--- src/rtl/yo6530_bus_if.sv ---
// rtl/yo6530_bus_if.sv - 6502-side bus front-end of the yo6530 core
// Ports: clk, rst_n (sync, active-low); phi2, cpu_rw, cpu_addr, cpu_rs0, cpu_cs, cpu_di from the CPU;
//        cpu_do, cpu_oe back to the CPU; sel (one-hot [0] ROM [1] RAM [2] I/O [3] timer), we_n, a, di
//        strobes to the sub-blocks; rom_do, ram_do, io_do, tmr_do read data from the sub-blocks.
// Build option: YO6530_RDHOLD_EN keeps cpu_oe/cpu_do valid for HOLD_CYCLES clks after phi2 falls.
module yo6530_bus_if #(
    parameter int SYNC_STAGES = 2,
    parameter int RD_LAT      = 1,
    parameter int HOLD_CYCLES = 2
) (
    input  logic       clk,
    input  logic       rst_n,
    input  logic       phi2,
    input  logic       cpu_rw,
    input  logic [9:0] cpu_addr,
    input  logic       cpu_rs0,
    input  logic       cpu_cs,
    input  logic [7:0] cpu_di,
    output logic [7:0] cpu_do,
    output logic       cpu_oe,
    output logic [3:0] sel,
    output logic       we_n,
    output logic [9:0] a,
    output logic [7:0] di,
    input  logic [7:0] rom_do,
    input  logic [7:0] ram_do,
    input  logic [7:0] io_do,
    input  logic [7:0] tmr_do
);

    typedef enum logic [2:0] {IDLE, RD, RWAIT, DRIVE, WR, WSTB, HOLD} state_t;

    // target encoding doubles as the sel bit index
    localparam logic [1:0] T_ROM = 2'd0;
    localparam logic [1:0] T_RAM = 2'd1;
    localparam logic [1:0] T_IO  = 2'd2;
    localparam logic [1:0] T_TMR = 2'd3;

    state_t                 state, state_nx;
    logic [3:0]             cnt, cnt_nx;
    logic [1:0]             tgt, tgt_dec;
    logic [3:0]             tgt_sel;
    logic [7:0]             rd_mux;
    logic [SYNC_STAGES-1:0] sync;
    logic                   phi2_s, phi2_q, rise, fall;
    logic [2:0]             fill;
    logic                   armed;
    logic                   start, capture;

    assign phi2_s = sync[SYNC_STAGES-1];
    assign rise   = phi2_s & ~phi2_q;
    assign fall   = ~phi2_s & phi2_q;

    always_ff @(posedge clk) begin
        if (!rst_n) begin
            sync   <= '0;
            phi2_q <= 1'b0;
        end else begin
            sync   <= {sync[SYNC_STAGES-2:0], phi2};
            phi2_q <= phi2_s;
        end
    end

    // After reset the synchronizer is full of zeros; if phi2 was still high the
    // first refill would look like a rise in the middle of an aborted cycle.
    // Accesses are only accepted once the flushed chain has shown phi2 low.
    always_ff @(posedge clk) begin
        if (!rst_n) begin
            fill  <= 3'd0;
            armed <= 1'b0;
        end else if (fill != 3'(SYNC_STAGES)) begin
            fill <= fill + 3'd1;
        end else if (!phi2_s) begin
            armed <= 1'b1;
        end
    end

    always_comb begin
        if (cpu_rs0)          tgt_dec = T_ROM;
        else if (cpu_addr[6]) tgt_dec = T_RAM;
        else if (cpu_addr[2]) tgt_dec = T_TMR;
        else                  tgt_dec = T_IO;
    end

    always_comb begin
        case (tgt)
            T_ROM:   rd_mux = rom_do;
            T_RAM:   rd_mux = ram_do;
            T_IO:    rd_mux = io_do;
            default: rd_mux = tmr_do;
        endcase
    end

    assign tgt_sel = 4'b0001 << tgt;

    always_comb begin
        state_nx = state;
        cnt_nx   = cnt;
        sel      = 4'b0000;
        we_n     = 1'b1;
        cpu_oe   = 1'b0;
        start    = 1'b0;
        capture  = 1'b0;
        case (state)
            IDLE: begin
                if (rise && cpu_cs && armed) begin
                    start    = 1'b1;
                    state_nx = cpu_rw ? RD : WR;
                end
            end
            RD: begin
                sel      = tgt_sel;
                cnt_nx   = 4'd0;
                state_nx = fall ? IDLE : RWAIT;
            end
            RWAIT: begin
                if (fall) begin
                    state_nx = IDLE;
                end else if (cnt == 4'(RD_LAT - 1)) begin
                    capture  = 1'b1;
                    state_nx = DRIVE;
                end else begin
                    cnt_nx = cnt + 4'd1;
                end
            end
            DRIVE: begin
`ifdef YO6530_RDHOLD_EN
                cpu_oe = 1'b1;
                if (fall) begin
                    if (HOLD_CYCLES > 1) begin
                        state_nx = HOLD;
                        cnt_nx   = 4'd1;
                    end else begin
                        state_nx = IDLE;
                    end
                end
`else
                cpu_oe = ~fall;
                if (fall) state_nx = IDLE;
`endif
            end
`ifdef YO6530_RDHOLD_EN
            HOLD: begin
                cpu_oe = 1'b1;
                if (rise && cpu_cs) begin
                    start    = 1'b1;
                    state_nx = cpu_rw ? RD : WR;
                end else if (cnt == 4'(HOLD_CYCLES - 1)) begin
                    state_nx = IDLE;
                end else begin
                    cnt_nx = cnt + 4'd1;
                end
            end
`endif
            WR: begin
                if (fall) state_nx = WSTB;
            end
            WSTB: begin
                sel      = tgt_sel;
                we_n     = 1'b0;
                state_nx = IDLE;
            end
            default: state_nx = IDLE;
        endcase
    end

    always_ff @(posedge clk) begin
        if (!rst_n) begin
            state  <= IDLE;
            cnt    <= 4'd0;
            tgt    <= T_ROM;
            a      <= '0;
            di     <= '0;
            cpu_do <= '0;
        end else begin
            state <= state_nx;
            cnt   <= cnt_nx;
            if (start) begin
                a   <= cpu_addr;
                tgt <= tgt_dec;
            end
            // write data is only valid late in phi2, so it is taken at the fall
            if (state == WR && fall) di <= cpu_di;
            if (capture) cpu_do <= rd_mux;
        end
    end

endmodule

--- config.mk ---
export PLATFORM = sky130hd
export DESIGN_NAME = yo6530_bus_if
export DESIGN_NICKNAME = d
export VERILOG_FILES = /design/src/rtl/yo6530_bus_if.sv
export SDC_FILE = /design/constraint.sdc
export NUM_CORES = 1
export LEC_CHECK = 0
export CORE_AREA = 2 2 70 72
export CTS_CLUSTER_SIZE = 10
export DETAILED_ROUTE_END_ITERATION = 10
export DIE_AREA = 0 0 72 74
export GPL_TIMING_DRIVEN = 0
export PLACE_DENSITY = 0.81
export RECOVER_POWER = 25
export SLEW_MARGIN = 20
export SYNTH_ARGS = -nofsm -noshare
export SYNTH_HDL_FRONTEND = slang
export SYNTH_SLANG_ARGS = --single-unit
--- constraint.sdc ---
create_clock -name clk -period 4.4 [get_ports clk]
set_clock_uncertainty 0.05 [all_clocks]
set_input_delay 1.32 -clock clk [delete_from_list [all_inputs] [get_ports clk]]
set_output_delay 1.32 -clock clk [all_outputs]
set_load 0.02 [all_outputs]
==> results.json, run 1 <==
{
  "run_status": "finished clean",
  "cts_htree_levels": 2,
  "report.final.slew_viol_count": 0,
  "number_of_design_rule_violations_left_after_detail_routing": 0,
  "antenna_violating_nets_post_route": 0,
  "cts_num_sinks": 42,
  "timing.slew.headroom_pct": 60.62,
  "synthesis.yosys.warnings": 0,
  "finalCritPeriodShare_pct": 78.66,
  "powerDensity_mw_per_mm2": 278.8,
  "total_power_mw": 0.8299,
  "fmax_mhz": 288.9,
  "cp_data_required_time_ns": 3.03,
  "io_buffers": 87,
  "synth-edff-count": 0,
  "wl_per_cell_um": 13.61,
  "ys_dominant_reg_cell": "dfxtp_1",
  "area.growth.synth_to_final_pct": 54.68,
  "netlist_instances": 188,
  "syn_avg_cell_area_um2": 10.24,
  "synthesis.nets": 248,
  "antenna_cells": 0,
  "drt-total-wl_um": 4588,
  "first_pass_grt_wire_length_um": 7286,
  "ys_types": 36,
  "leakage_nw": 1.201,
  "worst-slew-pin-transition_ns": 0.5906,
  "cts_buffers": 5,
  "dp_hpwl_um": 3566,
  "cts-hold-fix-buffers": 0,
  "cts_root_buffer": "clkbuf_8",
  "floorplan.core_area_mm2": 0.004598,
  "die_area_mm2": 0.005328,
  "crit_path_max_incr_delay_ns": 0.61,
  "vias_in_the_first_global_route": 1627,
  "grt_util_all_layers_pct": 17.34,
  "drive_gt1_share_pct": 8.834,
  "ioPinCount": 88,
  "unrepaired_setup_endpoints_after_global_routing": "no",
  "detailedRoute.firstIterationViolations": 43,
  "die_width_um": 72,
  "chipHeight_um": 74,
  "maximum_number_of_pins_on_one_net_before_global_route_repair": 15,
  "overall_via_count_from_detail_route": 1700,
  "hold_class": "flop to flop",
  "period_minus_slack_ns": 3.461,
  "setup-violations-final": 0,
  "worst_supply_voltage_drop_on_vdd_mv": 0.1860,
  "critical_path.slowest_cell": "clkdlybuf4s50_1",
  "initial_antenna_violation_count": 0,
  "clkLatencyLatePin_ns": 0.29,
  "cp_data_arrival_time_ns": 2.09,
  "initial_cell_density_of_the_core_pct": 41.85,
  "asyncSetResetFlopFracSynth_pct": 0,
  "synth_sequential_area_ratio_pct": 43.69,
  "clock_tree.buffer_depth": 2,
  "place.gp.congestion": 0.8332,
  "critical_path.startpoint_type": "flop",
  "post-cts-setup-buffer-count": 0,
  "globalRouteOverflowTotal": 0,
  "postCtsResizedCells": 0,
  "worst_path_cell_chain": "clkbuf_1, and3_1, clkdlybuf4s50_1",
  "totalNegativeSetupSlack_ns": 0,
  "first_pass_iters": 4,
  "setup.worst_path.class": "flop to primary output",
  "worstSetupEndpointType": "primary output",
  "critical_path_peak_fanout": 10,
  "mappedNetlistArea_mm2": 0.001924,
  "drv_cap": 0,
  "finalNetCount": 342,
  "cts_tree": "done",
  "cts.clk_slew.worst_paths_ns": 0.08,
  "vias_per_cell": 5.045,
  "rows": 25,
  "total_of_flip_flops_plus_latches_after_synthesis": 42,
  "timing_hold_violations_final": 0
}
## Yosys cell counts, drive strengths merged, types with 2 or more instances
master | number | area [um^2]
nor3b | 3 | 22.52
nor2 | 40 | 150.1
and3 | 2 | 12.51
inv | 5 | 18.77
a211oi | 4 | 30.03
nand3 | 3 | 15.01
mux2i | 28 | 280.3
mux4 | 8 | 180.2
ha | 4 | 50.05
a21oi | 4 | 20.02
nor3 | 2 | 21.27
nand2 | 7 | 26.28
nor4 | 2 | 12.51
or3b | 2 | 20.02
buf | 6 | 51.30
nand2b | 2 | 12.51
clkbuf | 6 | 22.52
or3 | 2 | 12.51
nor2b | 2 | 12.51
dfxtp | 42 | 840.8
and2 | 3 | 18.77
## registers in the layout (all words and copies together), names as in the netlist
register	count
a	10
cpu_do	8
di	8
cnt	4
fill	3
state	3
sync	2
tgt	2
armed	1
phi2_q	1
## worst paths after layout
path | startpoint | end | slack (ns) | depth (start not counted)
worst max-delay path | tgt[0] | sel[3] | 0.94 | 3
worst min-delay path | sync[0] | sync[1] | 0.39 | 1
worst max register to register | cnt[0] | cpu_do[5] | 2.43 | 6
worst min register to register | sync[0] | sync[1] | 0.39 | 1
## where the power goes
part | internal, mW | switching, mW
registers | 0.396 | 0.0110
logic | 0.0766 | 0.0421
clock network | 0.169 | 0.135
total | 0.641 | 0.189
## worst max-delay path, delay by kind of cell (launching register included)
kind,cells,cell delay (ns)
simple gates,1,0.25
flops,1,0.45
buf+inv,2,1.11
## per-stage QoR
| step | util [%] | hold slack, ns | std cells | area, um^2 | setup WS, ns |
|---|---|---|---|---|---|
| floorplan | - | 0.3618 | 188 | 1924 | 1.798 |
| detailed placement | 62.26 | 0.3679 | 329 | 2863 | 1.194 |
| finish | 64.73 | 0.3855 | 337 | 2977 | 0.9388 |
| global route | 64.73 | 0.4300 | 337 | 2977 | 0.7505 |
| global placement | 62.26 | 0.3663 | 329 | 2863 | 1.226 |
| CTS | 64.73 | 0.3867 | 337 | 2977 | 0.8703 |
## layer usage
layer | share of wire, % | GRT usage [%] | wire length [um]
met1 | 40 | 20.49 | 1853
met2 | 50 | 29.53 | 2280
met3 | 8.5 | 6.098 | 390
met4 | 1.4 | 6.080 | 65
met5 | 0 | 0 | 0
## cell usage in the layout, fill, tap and decap left out, types with 2 or more instances in the layout
cell type,count
nand3_1,3
a21oi_1,4
nor3b_1,3
clkbuf_1,6
clkbuf_8,5
mux4_2,8
nor4_1,2
buf_6,3
or3_1,2
a211oi_1,4
inv_1,5
nand2b_1,2
mux2i_1,28
nor2_1,40
nor2b_1,2
dfxtp_1,42
buf_2,2
clkdlybuf4s50_1,86
ha_1,4
and2_1,3
and3_1,2
clkinvlp_4,2
nand2_1,7
## cell type report
class	count	area [um^2]
fill	390	1622
multi-input combinational	129	991.0
timing repair buffer	87	870.8
sequential	42	840.8
buffer	12	73.82
clock buffer	5	68.82
tap	54	67.56
clock inverter	3	45.04
inverter	5	18.77
## logic make-up after synthesis
family,synth area share (%)
muxes,23.93
xor gates and xnor gates,0.4552
and+or+nand+nor,19.90
DFF,43.69
AOI/OAI and AO/OA,4.617
adders and majority gates,2.601
buffers and inverters,4.812
Note: power is estimated with default switching activity, not from simulation.
==> inputs of run 2 (changes only) <==
- CORE_AREA: 2 2 70 72 -> 2 2 72 74
- DIE_AREA: 0 0 72 74 -> 0 0 74 76
- PLACE_DENSITY: 0.81 -> 0.78
- clock period: 4.4 -> 3.23 ns (I/O delays scaled with it)
==> results.json, run 2 (same netlist as run 1, synthesis figures left out) <==
{
  "reg2reg_slack_ns": 1.27,
  "worst_path_cell_chain": "buf_6, nor2b_1, nor3b_1, clkdlybuf4s50_1",
  "min_path_cells": 1,
  "place.gp.congestion": 0.8178,
  "powerDensity_mw_per_mm2": 358.4,
  "io_buffers": 87,
  "setup.worst_path.class": "flop to primary output",
  "comb_power_share_pct": 15.0,
  "unrepaired_setup_endpoints_after_global_routing": "no",
  "grt_util_all_layers_pct": 16.64,
  "first_pass_iters": 4,
  "final_design_area_no_fill_mm2": 0.002978,
  "net_switching_fraction_of_the_power_pct": 25.13,
  "cp_data_arrival_time_ns": 1.98,
  "fmax_mhz": 333.8,
  "setup-violations-final": 0,
  "worst-slew-pin-transition_ns": 0.5200,
  "cts_num_sinks": 42,
  "totalNegativeSetupSlack_ns": 0,
  "rows": 26,
  "run_status": "finished clean",
  "clkLatencyLatePin_ns": 0.29,
  "detailedRoute.firstIterationViolations": 60,
  "ioPinCount": 88,
  "vias_per_cell": 4.847,
  "layout.cells.most_common": "clkdlybuf4s50_1",
  "die_area_mm2": 0.005624,
  "place_area_mm2": 0.002883,
  "leakage_nw": 1.197,
  "globalRouteOverflowTotal": 0,
  "dp_hpwl_um": 3482,
  "largest-register": "a",
  "cts_buffers": 5,
  "critical_path_peak_fanout": 10,
  "cts_tree": "done",
  "die_width_um": 74,
  "largest_reg_flops": 10,
  "maximum_number_of_pins_on_one_net_before_global_route_repair": 16,
  "antenna_violating_nets_post_route": 0,
  "min-delay-start": "sync[0]",
  "number_of_design_rule_violations_left_after_detail_routing": 0,
  "crit_start": "state[0]",
  "vias_in_the_first_global_route": 1698,
  "fill_cells": 441,
  "report.final.slew_viol_count": 0,
  "initial_antenna_violation_count": 0,
  "antenna_cells": 0,
  "initial_cell_density_of_the_core_pct": 39.17,
  "worstReg2RegStart": "cnt[0]",
  "reg_top3": "a (10), cpu_do (8), di (8)",
  "multiInputGateArea_um2": 991.0,
  "period_minus_slack_ns": 2.995,
  "worstSetupEndpointType": "primary output",
  "cts_root_buffer": "clkbuf_8",
  "first_pass_grt_wire_length_um": 7438,
  "critical_path.startpoint_type": "flop",
  "cp_data_required_time_ns": 2.21,
  "hold_class": "flop to flop",
  "chipHeight_um": 76,
  "finalNetCount": 342,
  "overall_via_count_from_detail_route": 1711,
  "area.growth.synth_to_final_pct": 54.75,
  "seqCellArea_um2": 840.8,
  "cts.clk_slew.worst_paths_ns": 0.08,
  "p_clk_share_pct": 32.9,
  "most-common-layout-cells": "clkdlybuf4s50_1 (86), dfxtp_1 (42), nor2_1 (40)",
  "ff2ff_path_depth": 6,
  "post-cts-setup-buffer-count": 0,
  "crit_path_max_incr_delay_ns": 0.64,
  "wl_per_cell_um": 12.88,
  "worst_supply_voltage_drop_on_vdd_mv": 0.2985,
  "critical_path.slowest_cell": "clkdlybuf4s50_1",
  "cts_htree_levels": 2,
  "floorplan.core_area_mm2": 0.004912,
  "finalCritPeriodShare_pct": 92.74,
  "drt-total-wl_um": 4547,
  "drv_cap": 0,
  "seq_power_share_pct": 52.1,
  "clock_tree.buffer_depth": 2,
  "timing.slew.headroom_pct": 65.22,
  "timing_hold_violations_final": 0,
  "p_int_mw": 0.7992,
  "drive_gt1_share_pct": 9.187,
  "power.switching_mw": 0.2682
}
[run 2: final cells by class]
cell class | instances | share of cell area, %
Tap cell | 70 | 2.941
Buffer | 12 | 2.521
Sequential cell | 42 | 28.24
Multi-Input combinational cell | 129 | 33.28
Clock buffer | 5 | 2.311
Inverter | 5 | 0.6303
Clock inverter | 3 | 0.8403
Timing Repair Buffer | 87 | 29.24
[run 2: path summary, 6_finish.rpt]
kind,to
max reg2reg,cpu_do[5]
min,sync[1]
min reg2reg,sync[1]
max,sel[0]
[run 2: power by group through the flow]
stage / clock network [mW] / logic (mW) / registers (mW)
finish: 0.351 / 0.161 / 0.556
detailed placement: 0 / 0.161 / 0.567
CTS: 0.363 / 0.163 / 0.556
global placement: 0 / 0.158 / 0.566
floorplan: 0 / 0.0750 / 0.566
global route: 0.380 / 0.177 / 0.559
[run 2: timing repair]
| action | in CTS | in global routing |
|---|---|---|
| gates resized for setup | 0 | 2 |
| hold buffers | 0 | 0 |
| hold endpoints to repair | 0 | 0 |
| setup endpoints to repair | 0 | 2 |
[run 2: metrics by stage]
stage | util (%) | worst slack (ns) | hold slack [ns] | std cells | total power [mW]
6_report | 60.62 | 0.2346 | 0.4030 | 353 | 1.067
5_1_grt | 60.62 | 0.07840 | 0.4335 | 353 | 1.116
4_1_cts | 60.60 | 0.05655 | 0.4021 | 353 | 1.082
3_5_place_dp | 58.69 | 0.3894 | 0.3719 | 345 | 0.7287
3_3_place_gp | 58.69 | 0.4034 | 0.3671 | 345 | 0.7236
2_1_floorplan | - | 0.9786 | 0.3618 | 188 | 0.6413
[run 2: critical path: cells and delay by family (launching register included)]
family | cells | cell delay (ns)
DFF | 1 | 0.33
buffers and inverters | 2 | 0.77
and+or+nand+nor | 2 | 0.58
[run 2: routing by layer]
| layer | part of all wire [%] | vias to the layer above | global-route usage [%] |
|---|---|---|---|
| li1 | - | 842 | - |
| met1 | 41 | 795 | 19.90 |
| met2 | 48 | 64 | 28.30 |
| met3 | 8.7 | 10 | 4.894 |
| met4 | 1.8 | 0 | 4.909 |
| met5 | 0 | - | 0 |
==> inputs of run 3 (changes only) <==
- CORE_AREA: 2 2 72 74 -> 3 3 73 75
- DIE_AREA: 0 0 74 76 -> 0 0 76 78
==> results.json, run 3 (same netlist as run 1, synthesis figures left out) <==
{
  "final_design_area_no_fill_mm2": 0.002955,
  "worst_supply_voltage_drop_on_vdd_mv": 0.2622,
  "area.growth.synth_to_final_pct": 53.58,
  "cts_htree_levels": 2,
  "drv_cap": 0,
  "ioPinCount": 88,
  "setup-violations-final": 0,
  "place.gp.congestion": 0.8159,
  "layout.cells.most_common": "clkdlybuf4s50_1",
  "seqCellArea_um2": 840.8,
  "maximum_number_of_pins_on_one_net_before_global_route_repair": 14,
  "chipHeight_um": 78,
  "powerDensity_mw_per_mm2": 352.2,
  "clock_tree.buffer_depth": 2,
  "fmax_mhz": 330.2,
  "initial_antenna_violation_count": 0,
  "clkLatencyLatePin_ns": 0.29,
  "worstReg2RegStart": "cnt[0]",
  "dp_hpwl_um": 3595,
  "largest-register": "a",
  "critical_path.startpoint_type": "flop",
  "post-route-util_pct": 62.57,
  "finalCritPeriodShare_pct": 93.77,
  "detailedRoute.firstIterationViolations": 90,
  "report.final.slew_viol_count": 0,
  "critical_path_peak_fanout": 10,
  "leakage_nw": 1.198,
  "globalRouteOverflowTotal": 0,
  "critical_path.slowest_cell": "clkdlybuf4s50_1",
  "worst-slew-pin-transition_ns": 1.440,
  "cp_num_cells": 4,
  "buffers_and_inverters_on_the_worst_path": 2,
  "cp_data_arrival_time_ns": 2.01,
  "placed_cells_incl_taps": 342,
  "period_minus_slack_ns": 3.029,
  "wl_per_cell_um": 13.04,
  "cp_delay_by_family_top": "buffers and inverters",
  "cts_buffers": 5,
  "cts_tree": "done",
  "vias_in_the_first_global_route": 1686,
  "largest_reg_flops": 10,
  "die_area_mm2": 0.005928,
  "vias_per_cell": 4.754,
  "ff2ff_path_depth": 6,
  "io_buffers": 87,
  "cts-hold-fix-buffers": 0,
  "timing.slew.headroom_pct": 3.284,
  "first_pass_grt_wire_length_um": 7610,
  "number_of_design_rule_violations_left_after_detail_routing": 0,
  "cts_num_sinks": 42,
  "drt-total-wl_um": 4564,
  "reg2reg_slack_ns": 0.57,
  "overall_via_count_from_detail_route": 1664,
  "place_area_mm2": 0.002879,
  "timing_hold_violations_final": 0,
  "antenna_violating_nets_post_route": 0,
  "drive_gt1_share_pct": 8.481,
  "worstSetupEndpointType": "primary output",
  "rows": 25,
  "cp_data_required_time_ns": 2.21,
  "antenna_cells": 0,
  "crit_start": "state[0]",
  "total_power_mw": 1.041,
  "totalNegativeSetupSlack_ns": 0,
  "finalNetCount": 342,
  "crit_path_max_incr_delay_ns": 0.66,
  "worst_path_cell_chain": "buf_6, nor2b_1, nor3b_1, clkdlybuf4s50_1",
  "min-delay-start": "sync[0]",
  "grt_util_all_layers_pct": 15.71,
  "run_status": "finished clean",
  "fill_cells": 406,
  "multiInputGateArea_um2": 979.7,
  "first_pass_iters": 4,
  "cts_root_buffer": "clkbuf_8",
  "reg_top3": "a (10), cpu_do (8), di (8)",
  "cts.clk_slew.worst_paths_ns": 0.08,
  "post_layout_nonfiller_instances": 350,
  "rr_endpoint": "cpu_do[5]",
  "die_width_um": 76,
  "floorplan.core_area_mm2": 0.004723,
  "most-common-layout-cells": "clkdlybuf4s50_1 (86), dfxtp_1 (42), nor2_1 (40)",
  "initial_cell_density_of_the_core_pct": 40.74,
  "endpoint": "sel[0]",
  "setup.worst_path.class": "flop to primary output",
  "unrepaired_setup_endpoints_after_global_routing": "no",
  "hold_class": "flop to flop"
}
==> run 3: cell types whose count changed in the layout (fill, tap and decap cells not counted), sizes merged <==
| cell | before | now |
|---|---|---|
| clkinv | 1 | 2 |
| inv | 6 | 5 |
| clkbuf | 11 | 12 |
| clkinvlp | 1 | 0 |
==> run 3: area by class of cell <==
class	count	share of cell area, %
plain buffers	12	2.540
clock buffers	6	2.456
clock inverters	2	0.4657
inverters	5	0.6351
multi-input cells	129	33.15
flip-flops and latches	42	28.45
well taps	67	2.837
repair buffers	87	29.47
==> run 3: per-stage QoR <==
stage	setup WS, ns	hold slack, ns
2_1_floorplan	0.9786	0.3618
3_3_place_gp	0.3800	0.3665
3_5_place_dp	0.4035	0.4000
4_1_cts	0.08152	0.4193
5_1_grt	0.04329	0.4396
6_report	0.2014	0.4251
==> run 3: where the power goes <==
part / total [mW] / internal [mW] / switching [mW] / leakage (nW)
sequential: 0.555 / 0.539 / 0.0154 / 0.339
clock: 0.325 / 0.152 / 0.173 / 0.0452
combinational: 0.161 / 0.104 / 0.0571 / 0.813
total: 1.04 / 0.796 / 0.245 / 1.20
==> run 3: how the worst min path moves through the flow <==
stage,cells after the start,endpoint
6_report,1,sync[1]
5_1_grt,1,cnt[3]
4_1_cts,1,sync[1]
3_5_place_dp,1,sync[1]
3_3_place_gp,1,sync[1]
2_1_floorplan,1,sync[1]
==> run 3: routing by layer <==
layer  track usage (%)  wire (um)
met1             18.90       1924
met2             26.68       2230
met3             5.568        332
met4             4.348         76
met5                 0          0
==> run 3: timing repair <==
item                       CTS  global route
setup endpoints to repair    0             2
resized for setup            0             2
setup buffers                0             0
